==> config.mk <==
export PLATFORM = sky130hd
export DESIGN_NAME = arcade_ioctl_router
export DESIGN_NICKNAME = d
export VERILOG_FILES = /design/src/rtl/arcade_ioctl_router.sv
export SDC_FILE = /design/constraint.sdc
export NUM_CORES = 1
export LEC_CHECK = 0
export BUFFER_PORTS_ARGS = -buffer_cell sky130_fd_sc_hd__buf_2
export CAP_MARGIN = 20
export CELL_PAD_IN_SITES_DETAIL_PLACEMENT = 0
export CELL_PAD_IN_SITES_GLOBAL_PLACEMENT = 1
export CORE_MARGIN = 2
export CORE_UTILIZATION = 37
export DETAILED_ROUTE_END_ITERATION = 7
export PLACE_DENSITY = 0.83
export SLEW_MARGIN = 10
export SYNTH_ARGS = -nofsm -noshare
export SYNTH_HDL_FRONTEND = slang
export SYNTH_SLANG_ARGS = --single-unit
==> constraint.sdc <==
create_clock -name clk_sys -period 2.1 [get_ports clk_sys]
set_input_delay 0.21 -clock clk_sys [delete_from_list [all_inputs] [get_ports clk_sys]]
set_output_delay 0.21 -clock clk_sys [all_outputs]
set_load 0.03 [all_outputs]
==> src/rtl/arcade_ioctl_router.sv <==
// Loader front-end for arcade cores: routes the hps_io ROM byte stream into NREG target
// regions with per-target back-pressure, captures DIP/mod bytes and sequences core reset.
module arcade_ioctl_router #(
    parameter int unsigned         NREG        = 4,
    parameter int unsigned         LAW         = 16,
    parameter logic [NREG*25-1:0]  REG_BASE    = '0,
    parameter logic [NREG*25-1:0]  REG_SIZE    = '0,
    parameter int unsigned         DIP_BYTES   = 8,
    parameter logic [7:0]          ROM_INDEX   = 8'd0,
    parameter logic [7:0]          MOD_INDEX   = 8'd1,
    parameter logic [7:0]          DIP_INDEX   = 8'd254,
    parameter int unsigned         HOLD_CYCLES = 16
) (
    input  logic                     clk_sys,
    input  logic                     RESET_n,
    input  logic                     ioctl_download,
    input  logic                     ioctl_wr,
    input  logic [24:0]              ioctl_addr,
    input  logic [7:0]               ioctl_dout,
    input  logic [7:0]               ioctl_index,
    output logic                     ioctl_wait,
    input  logic [NREG-1:0]          tgt_ready,
    output logic [NREG-1:0]          tgt_wr,
    output logic [LAW-1:0]           tgt_addr,
    output logic [7:0]               tgt_data,
    output logic [8*DIP_BYTES-1:0]   dip_flat,
    output logic [7:0]               mod_sel,
    output logic                     core_reset_n,
    output logic                     rom_loaded,
    output logic                     err_unmapped,
    output logic                     err_overrun
);
    localparam int unsigned RW = (NREG > 1) ? $clog2(NREG) : 1;
    localparam int unsigned CW = $clog2(HOLD_CYCLES + 1);

    for (genvar g = 0; g < NREG; g++) begin : g_size_check
        if (64'(REG_SIZE[g*25 +: 25]) > (64'd1 << LAW)) begin : g_bad_size
            $error("region %0d is larger than the local address space", g);
        end
    end

    typedef enum logic [1:0] {StIdle, StPend, StHold} state_t;

    state_t                 state_q, state_d;
    logic [RW-1:0]          reg_q, reg_d;
    logic [LAW-1:0]         addr_q, addr_d;
    logic [7:0]             data_q, data_d;
    logic [CW-1:0]          cnt_q, cnt_d;
    logic                   run_q, run_d;
    logic                   unmapped_q, overrun_q;
    logic [8*DIP_BYTES-1:0] dip_q;
    logic [7:0]             mod_q;
    logic                   dl_q, rom_active_q, mapped_q, loaded_q;

    logic                   hit;
    logic [RW-1:0]          hit_idx;
    logic [LAW-1:0]         hit_off;
    logic                   rom_wr, ready_sel, strobe;

    assign rom_wr    = ioctl_wr && ioctl_download && (ioctl_index == ROM_INDEX);
    assign ready_sel = tgt_ready[reg_q];
    assign strobe    = (state_q == StPend) && ready_sel;

    // Descending scan so the lowest matching region overrides higher ones.
    always_comb begin
        hit     = 1'b0;
        hit_idx = '0;
        hit_off = '0;
        for (int i = int'(NREG) - 1; i >= 0; i--) begin
            if (REG_SIZE[i*25 +: 25] != 25'd0 && ioctl_addr >= REG_BASE[i*25 +: 25] &&
                {1'b0, ioctl_addr} < {1'b0, REG_BASE[i*25 +: 25]} + {1'b0, REG_SIZE[i*25 +: 25]})
            begin
                hit     = 1'b1;
                hit_idx = RW'(i);
                hit_off = LAW'(ioctl_addr - REG_BASE[i*25 +: 25]);
            end
        end
    end

    always_comb begin
        state_d = state_q;
        reg_d   = reg_q;
        addr_d  = addr_q;
        data_d  = data_q;
        cnt_d   = cnt_q;
        run_d   = run_q && !ioctl_download;
        case (state_q)
            StPend: begin
                if (ready_sel) state_d = StIdle;
            end
            default: begin
                if (rom_wr && hit) begin
                    reg_d   = hit_idx;
                    addr_d  = hit_off;
                    data_d  = ioctl_dout;
                    state_d = StPend;
                end else if (ioctl_download) begin
                    state_d = StIdle;
                end else if (state_q == StHold) begin
                    if (cnt_q <= CW'(1)) begin
                        run_d   = 1'b1;
                        state_d = StIdle;
                    end else begin
                        cnt_d = cnt_q - CW'(1);
                    end
                end else if (!run_q) begin
                    if (HOLD_CYCLES <= 1) begin
                        run_d = 1'b1;
                    end else begin
                        state_d = StHold;
                        cnt_d   = CW'(HOLD_CYCLES - 1);
                    end
                end
            end
        endcase
    end

    always_ff @(posedge clk_sys or negedge RESET_n) begin
        if (!RESET_n) begin
            state_q      <= StIdle;
            reg_q        <= '0;
            addr_q       <= '0;
            data_q       <= '0;
            cnt_q        <= '0;
            run_q        <= 1'b0;
            unmapped_q   <= 1'b0;
            overrun_q    <= 1'b0;
            dip_q        <= '0;
            mod_q        <= '0;
            dl_q         <= 1'b0;
            rom_active_q <= 1'b0;
            mapped_q     <= 1'b0;
            loaded_q     <= 1'b0;
        end else begin
            state_q <= state_d;
            reg_q   <= reg_d;
            addr_q  <= addr_d;
            data_q  <= data_d;
            cnt_q   <= cnt_d;
            run_q   <= run_d;
            dl_q    <= ioctl_download;
            if (rom_wr && state_q != StPend && !hit) unmapped_q <= 1'b1;
            if (ioctl_wr && state_q == StPend) overrun_q <= 1'b1;
            if (ioctl_wr && ioctl_index == DIP_INDEX) begin
                for (int k = 0; k < int'(DIP_BYTES); k++) begin
                    if (ioctl_addr == 25'(k)) dip_q[k*8 +: 8] <= ioctl_dout;
                end
            end
            if (ioctl_wr && ioctl_index == MOD_INDEX) mod_q <= ioctl_dout;
            // Load status settles only once the last pending byte has been strobed out.
            if (ioctl_download && !dl_q && ioctl_index == ROM_INDEX) begin
                rom_active_q <= 1'b1;
                mapped_q     <= 1'b0;
                loaded_q     <= 1'b0;
            end else if (rom_active_q && !ioctl_download && state_q != StPend) begin
                rom_active_q <= 1'b0;
                loaded_q     <= mapped_q;
            end
            if (strobe) mapped_q <= 1'b1;
        end
    end

    always_comb begin
        tgt_wr = '0;
        if (strobe) tgt_wr[reg_q] = 1'b1;
    end

    assign ioctl_wait   = (state_q == StPend) && !ready_sel;
    assign tgt_addr     = addr_q;
    assign tgt_data     = data_q;
    assign dip_flat     = dip_q;
    assign mod_sel      = mod_q;
    assign core_reset_n = run_q && !ioctl_download && (state_q != StPend);
    assign rom_loaded   = loaded_q;
    assign err_unmapped = unmapped_q;
    assign err_overrun  = overrun_q;

endmodule

== After elaboration in Yosys (flattened, before gate mapping) ==
Cells that the tools add are included.
Storage, ports and cells
  logic and storage cells: 90
  register bits: 86
Operators by class
  magnitude comparators: 1
  equality and inequality tests: 17
  bitwise operators: 2
  multiplexer cells: 20
  reduce and logical (&&, ||, !) cells: 31
  add/subtract/negate cells: 1
Operator list (count)
  == test 25 x 3 -> 1 bit, second input constant: 4
  == test 25 x 2 -> 1 bit, second input constant: 2
  == test 25 x 1 -> 1 bit, second input constant: 1
  zero test 25 bit: 1
  AND reduction 2 bit: 8
  two-way mux 5 bit: 3
  logical AND 1 bit: 14
  two-way mux 2 bit: 6
  two-way mux 1 bit: 11
  == test 8 x 1 -> 1 bit, second input constant: 1
  == test 8 bit, second input constant: 1
  zero test 8 bit: 1
  != test 4 x 2 -> 1 bit, second input constant: 2
  less-or-equal comparator 5 x 1 -> 1 bit, second input constant: 1
  subtractor 5 x 1 -> 5 bit, second input constant: 1
  != test 2 x 1 -> 1 bit, second input constant: 2
  != test 2 bit, second input constant: 2
  AND reduction 4 bit: 1
  nonzero test 2 bit: 2
  zero test 1 bit: 3
  AND reduction 3 bit: 1
  == test 2 x 1 -> 1 bit, second input constant: 1
  == test 2 bit, second input constant: 1
  NOT 1 bit: 2

== Depth between registers and ports, before layout ==
Gate-level depths: netlist (run 1).
  depth in word-level cells: 6
  gate-level depth with buffers: 6

== Worst setup path after synthesis (run 1) ==
OpenSTA, ideal clock, no wires.
  path type: input to register
  start point: input port ioctl_addr[13]
  end point: register dip_q[10], in the netlist dip_flat[10]
  arrival time: 2090 ps
  setup slack: -115 ps
  path buffers: 1
  cell stages on the path: 5
  data required time: 1975 ps
  library setup time: 125 ps
  cell sequence: or4_1 > nor4_4 > and4b_1 > buf_6 > mux2_2
On the way
  cells in the longest elaborated chain, start to end: 2
RTL lines
  start: declaration: line 18  | input logic [24:0] ioctl_addr,
  == test 25 x 1 -> 1 bit: line 146  | if (ioctl_addr == 25'(k)) dip_q[k*8 +: 8] <= ioctl_dout;
  AND reduction 2 bit (no line)
  end signal: indexed assignment: line 146
  end: declaration: line 51  | logic [8*DIP_BYTES-1:0] dip_q;
Every way passes these cells.
A chain may end at the register's enable or synchronous reset.

== Worst setup path after layout (run 1) ==
  start point: register cnt_q[1]
  end point: register cnt_q[4]
On the way
  cells in the longest elaborated chain, start to end: 3
RTL lines
  start: declaration: line 48  | logic [CW-1:0] cnt_q, cnt_d;
  start signal: assignment: line 139  | cnt_q <= cnt_d;
  less-or-equal comparator 5 x 1 -> 1 bit or subtractor 5 x 1 -> 5 bit (tied branches): line 100, 104
  != test 2 bit (no line) or two-way mux 5 bit (tied branches)
  AND reduction 4 bit (no line) or two-way mux 5 bit (tied branches)
Parallel ways exist; a longest one is shown, timed or not. The select of a mux whose other input is x is not followed.

==> results of run 1 <==
## routing by layer
metal	wire (um)	GRT usage	part of all wire
met1	3391	0.1973	0.42
met2	3977	0.2505	0.49
met3	612	0.04104	0.076
met4	120	0.06769	0.015
met5	0	0	0
## placed cells by master, fill, tap and decap left out, drive strengths merged, types with 3 or more instances in the layout
| cell | count |
|---|---|
| nand3 | 3 |
| nor4 | 10 |
| dfrtp | 80 |
| nand4 | 4 |
| clkbuf | 9 |
| conb | 31 |
| nor2 | 4 |
| buf | 129 |
| or4 | 5 |
| mux2 | 72 |
| inv | 11 |
| nand2 | 5 |
## final timing paths
| kind | startpoint | slack, ns | to |
|---|---|---|---|
| max in group asynchronous | RESET_n | 1.09 | dip_flat[34] |
| min reg2reg | err_unmapped | 0.47 | err_unmapped |
| max | cnt_q[1] | 0.13 | cnt_q[4] |
| max reg2reg | cnt_q[1] | 0.13 | cnt_q[4] |
| min in group asynchronous | RESET_n | 0.40 | dip_flat[11] |
| min | ioctl_download | 0.07 | run_q |
## state kept, by name, indices dropped and copies added (netlist names)
register,flops
cnt_q,5
state_q,1
mod_sel,8
dip_flat,64
run_q,1
err_unmapped,1
## cells in the mapped netlist, drive strengths merged (2+ instances only)
| cell | count | area [um^2] |
|---|---|---|
| dfrtp | 80 | 2002 |
| mux2 | 72 | 810.8 |
| buf | 33 | 251.5 |
| nor4 | 10 | 83.83 |
| inv | 6 | 22.52 |
| nand2 | 5 | 18.77 |
| or4 | 5 | 37.54 |
| nand4 | 4 | 70.07 |
| nor2 | 4 | 15.01 |
| nand3 | 3 | 30.03 |
| a21oi | 2 | 10.01 |
| and4b | 2 | 20.02 |
| ha | 2 | 25.02 |
| nor2b | 2 | 12.51 |
| nor3 | 2 | 10.01 |
| xnor2 | 2 | 17.52 |
## cell type report
cell class / instances / area share
Sequential cell: 80 / 0.4396
Multi-Input combinational cell: 162 / 0.3157
Timing Repair Buffer: 130 / 0.1588
Tap cell: 129 / 0.03544
Clock buffer: 9 / 0.02720
Clock inverter: 7 / 0.01841
Inverter: 6 / 0.004945
## stage by stage
stage | power, mW | worst slack [ns]
CTS | 3.093 | 0.06331
detailed placement | 1.896 | -0.06971
global route | 3.195 | -0.006835
global placement | 1.886 | -0.04504
floorplan | 1.809 | -0.07567
finish | 3.059 | 0.1318
## worst reg2reg max path: cells and delay by family (launching register included)
kind	cells	cell delay [ns]
DFF	1	0.40
AOI/OAI and AO/OA	3	0.66
adders and majority gates	1	0.17
and+or+nand+nor	1	0.60
buffers and inverters	1	0.08
## timing repair
item	CTS	global route
setup endpoints to repair	0	1
endpoints found under the hold margin	45	0
setup buffers	0	0
hold buffers	1	0
gates resized for setup	0	1
## report_power, final
group | internal, mW | switching [mW]
clock | 0.575 | 0.619
sequential | 1.56 | 0.0206
combinational | 0.0767 | 0.206
## logic make-up (layout without fill, tap and decap cells)
kind of cell	Yosys count	in the layout	share of synthesized area
AOI/OAI and AO/OA	10	10	0.01965
xor gates and xnor gates	2	2	0.004913
other	1	31	0.001052
DFF	80	80	0.5614
and+or+nand+nor	45	45	0.1018
muxes	72	72	0.2274
buffers and inverters	39	152	0.07684
adders and majority gates	2	2	0.007016
==> impl_metrics.yaml, run 1 <==
status:
  outcome: "finished, final reports clean"
detailed_routing:
  post_drt_via_cell_ratio: 4.683
  remaining_drc_errors: 0
  drt-pass1-iter-count: 4
  drt_iter0_drc: 93
  antenna_violating_nets_post_route: 0
  detail_route.wirelength_mm: 8.101
  dr_total_vias: 2449
  wire_length_per_cell_after_detailed_routing_um: 15.49
finish:
  final_area_um2: 4554
  multi_input_area_um2: 1438
  drive_gt1_frac: 0.5787
  syn_to_final_growth_pct: 27.72
  layout.core_utilization: 0.4906
  layout.area.seq_um2: 2002
  num_antenna_cells: 0
  fillerInstances: 866
  finalNonFillerCells: 523
  final_net_count: 440
sta:
  clock_skew_ns: 0.008920
  hold_viol_final: 0
  tightest_slew_margin_relative_to_the_limit: 0.6026
  finalMaxSlewViolations: 0
  layout_worst_path_cycle_share: 0.9372
  worst_pin_slew_ns: 0.5962
  max_freq_mhz: 508.1
  final.min_clock_period_ns: 1.968
  fin_tns_setup_ns: 0
  worst_hold_margin_ns: 0.07013
  finalSetupViolations: 0
setup_path:
  worstSetupStartpointType: "flip-flop"
  worstPathArrival_ns: 2.24
  critical_path.endpoint_type: "flip-flop"
  cp_num_cells: 6
  crit_path_max_incr_delay_ns: 0.60
  critical_path.slowest_cell: "sky130_fd_sc_hd__or4b_2"
  cp_cell_sequence: "inv_1 -> ha_1 -> o21bai_1 -> a211oi_2 -> or4b_2 -> a21boi_0"
  required_ns: 2.38
  timing.critical_path.buf_inv: 1
  rr_worst_depth: 6
  critPathKind: "reg2reg"
  crit_family: "compound AO/OA/AOI/OAI gates"
  critical_path_peak_fanout: 4
synthesis:
  synthFlopType: "sky130_fd_sc_hd__dfrtp_1"
  async_flop_share: 1.000
  post_synth_inst_count: 251
  post_synth.cell_area_avg_um2: 14.21
  synth_enable_flop_cells: 0
  ys_types: 38
  postSynthRegisterBits: 80
  synth-seq-area-share: 0.5614
  yosysWarningCount: 0
  cell_area_after_synthesis_um2: 3566
place:
  port_buffers: 118
  placed_cells: 506
  placer_s_final_routability_congestion_estimate: 0.7663
  total_placed_instance_area_um2: 4332
  detailed_placement_wirelength_estimate_mm: 5.997
min_path:
  hold-path-cell-count: 2
  holdCritPathClass: "in2reg"
global_route:
  grt_max_degree: 47
  grt-ovfl-total: 0
  grtUsageTotal: 0.1550
  grt_pass1_vias: 2345
  grt_antenna_before_repair: 0
  grt_first_pass_wirelength_mm: 12.16
floorplan:
  die_w_um: 102.2
  floorplan.initialDensity: 0.3841
  die_h_um: 102.2
  floorplan.die_area_um2: 10440
  design.core.area_um2: 9284
  num_io_pins: 154
  number_of_cell_rows: 35
clock_network:
  clock_pin_slew_worst_setup_and_hold_paths_ns: 0.09
  cts_buffer_depth: 2
  clock-root-buffer: "sky130_fd_sc_hd__clkbuf_8"
  cts.htree.levels: 3
  cts.sinks: 80
  cts_tree: "built"
  cts_inserted_buffers: 9
  clock_latency_ns: 0.35
power_and_ir_drop:
  vdd.ir_drop.worst_mv: 0.4022
  power_per_cell_area_nw_per_um2: 671.7
  p_leak_nw: 2.553
flow_run:
  timing.max_cap.violations: 0
Power figures use the tool's default switching activity.
==> run 2, diff against run 1 <==
==> constraint.sdc (replaced) <==
create_clock -name clk_sys -period 2.1 [get_ports clk_sys]
set_input_delay 0 -clock clk_sys [delete_from_list [all_inputs] [get_ports clk_sys]]
set_output_delay 0 -clock clk_sys [all_outputs]
set_load 0.03 [all_outputs]
==> impl_metrics.yaml, run 2 (synthesized netlist as in run 1, its figures left out) <==
setup_path:
  crit_family: "compound AO/OA/AOI/OAI gates"
  required_ns: 2.36
  worstPathArrival_ns: 2.22
  cp_num_cells: 6
  worstSetupStartpointType: "flip-flop"
  rr_worst_depth: 6
  timing.critical_path.buf_inv: 1
  critPathKind: "reg2reg"
  critical_path.endpoint_type: "flip-flop"
  cp_cell_sequence: "inv_1 -> ha_1 -> o21bai_1 -> a211oi_2 -> or4b_2 -> a21boi_0"
  critical_path.slowest_cell: "sky130_fd_sc_hd__or4b_2"
  ff2ff_setup_slack_ns: 0.14
  crit_path_max_incr_delay_ns: 0.61
  critical_path_peak_fanout: 4
sta:
  clock_skew_ns: 0.008334
  fin_tns_setup_ns: 0
  hold_viol_final: 0
  finalSetupViolations: 0
  max_freq_mhz: 509.9
  setup_repair_after_global_routing_missed_its_margin: "no"
  tightest_slew_margin_relative_to_the_limit: 0.6220
  final.min_clock_period_ns: 1.961
  layout_worst_path_cycle_share: 0.9338
  finalMaxSlewViolations: 0
  worst_pin_slew_ns: 0.5626
finish:
  final_area_um2: 4551
  drive_gt1_frac: 0.5711
  mostFrequentLayoutCells: "sky130_fd_sc_hd__buf_2 (117), sky130_fd_sc_hd__dfrtp_1 (80), sky130_fd_sc_hd__mux2_2 (71)"
  final_net_count: 440
  layout.core_utilization: 0.4902
  num_antenna_cells: 0
  syn_to_final_growth_pct: 27.61
  max_reg_flops: 64
  mostFrequentLayoutCell: "sky130_fd_sc_hd__buf_2"
global_route:
  grt_max_degree: 42
  grtUsageTotal: 0.1538
  grt_first_pass_wirelength_mm: 12.07
  grt_pass1_vias: 2358
  grt_antenna_before_repair: 0
  grt-ovfl-total: 0
floorplan:
  floorplan.initialDensity: 0.3841
  number_of_cell_rows: 35
  die_h_um: 102.2
  floorplan.die_area_um2: 10440
  design.core.area_um2: 9284
  num_io_pins: 154
  die_w_um: 102.2
power_and_ir_drop:
  power_per_cell_area_nw_per_um2: 702.5
  vdd.ir_drop.worst_mv: 0.3788
  p_leak_nw: 2.554
  switching_power_uw: 769.9
  power_report.internal_total_mw: 2.427
  power_frac_comb: 0.089
  finalPower_mw: 3.197
  pwr-share-seq: 0.495
  clock_power_share: 0.416
  sw_frac_of_total: 0.2408
detailed_routing:
  wire_length_per_cell_after_detailed_routing_um: 14.89
  detail_route.wirelength_mm: 7.789
  dr_total_vias: 2437
  drt_iter0_drc: 58
  drt-pass1-iter-count: 2
  antenna_violating_nets_post_route: 0
  post_drt_via_cell_ratio: 4.660
  remaining_drc_errors: 0
clock_network:
  cts_tree: "built"
  cts.sinks: 80
  cts_buffer_depth: 2
  cts.htree.levels: 3
  cts_inserted_buffers: 9
  clock-root-buffer: "sky130_fd_sc_hd__clkbuf_8"
  clock_latency_ns: 0.34
  clock_pin_slew_worst_setup_and_hold_paths_ns: 0.09
min_path:
  holdCritPathClass: "in2reg"
  hold-path-cell-count: 2
place:
  total_placed_instance_area_um2: 4274
  port_buffers: 118
  detailed_placement_wirelength_estimate_mm: 5.851
  placer_s_final_routability_congestion_estimate: 0.8229
status:
  outcome: "finished, final reports clean"
flow_run:
  timing.max_cap.violations: 0
-- run 2: routing by layer --
layer,GRT usage,vias to the layer above,share of wire
li1,-,1125,-
met1,0.2065,1210,0.45
met2,0.2470,97,0.47
met3,0.04378,5,0.068
met4,0.04000,0,0.0071
met5,0,-,0
-- run 2: worst reg2reg max path, stage by stage, from the launching register on --
cell and delay, ns:
sky130_fd_sc_hd__dfrtp_1 0.39, sky130_fd_sc_hd__inv_1 0.08, sky130_fd_sc_hd__ha_1 0.17, sky130_fd_sc_hd__o21bai_1 0.22, sky130_fd_sc_hd__a211oi_2 0.26, sky130_fd_sc_hd__or4b_2 0.61, sky130_fd_sc_hd__a21boi_0 0.18
-- run 2: timing repair --
item | in CTS | in global routing
hold endpoints to repair | 42 | 0
setup endpoints to repair | 0 | 6
buffers inserted | 0 | 0
resized for setup | 0 | 2
hold buffers | 3 | 0
-- run 2: worst paths after layout --
kind,endpoint,start
min reg2reg,err_unmapped,err_unmapped
min,dip_flat[63],ioctl_dout[7]
max reg2reg,cnt_q[4],cnt_q[1]
max in group asynchronous,mod_sel[7],RESET_n
min in group asynchronous,cnt_q[2],RESET_n
max,cnt_q[4],cnt_q[1]
-- run 2: cell type report --
class	count	area (um^2)
Timing Repair Buffer	130	715.7
Multi-Input combinational cell	162	1414
Tap cell	129	161.4
Inverter	6	22.52
Sequential cell	80	2002
Clock inverter	6	107.6
Fill cell	879	4733
Clock buffer	10	127.6
-- run 2: per-stage QoR --
| stage | hold slack [ns] | setup WS, ns | std cells |
|---|---|---|---|
| after global routing | 0.02362 | 0.04790 | 523 |
| final | 0.02720 | 0.1389 | 523 |
| after CTS | 0.01913 | 0.08011 | 523 |
| after global placement | 0.0009704 | 0.04030 | 504 |
| after floorplan | -0.2956 | 0.09468 | 281 |
| after detailed placement | 0.01022 | 0.02743 | 504 |
-- run 2: power groups by stage --
stage	clock network (mW)	registers [mW]	logic (mW)
2_1_floorplan	0	1.63	0.181
3_3_place_gp	0	1.61	0.274
3_5_place_dp	0	1.61	0.281
4_1_cts	1.36	1.58	0.286
5_1_grt	1.44	1.59	0.316
6_report	1.33	1.58	0.284
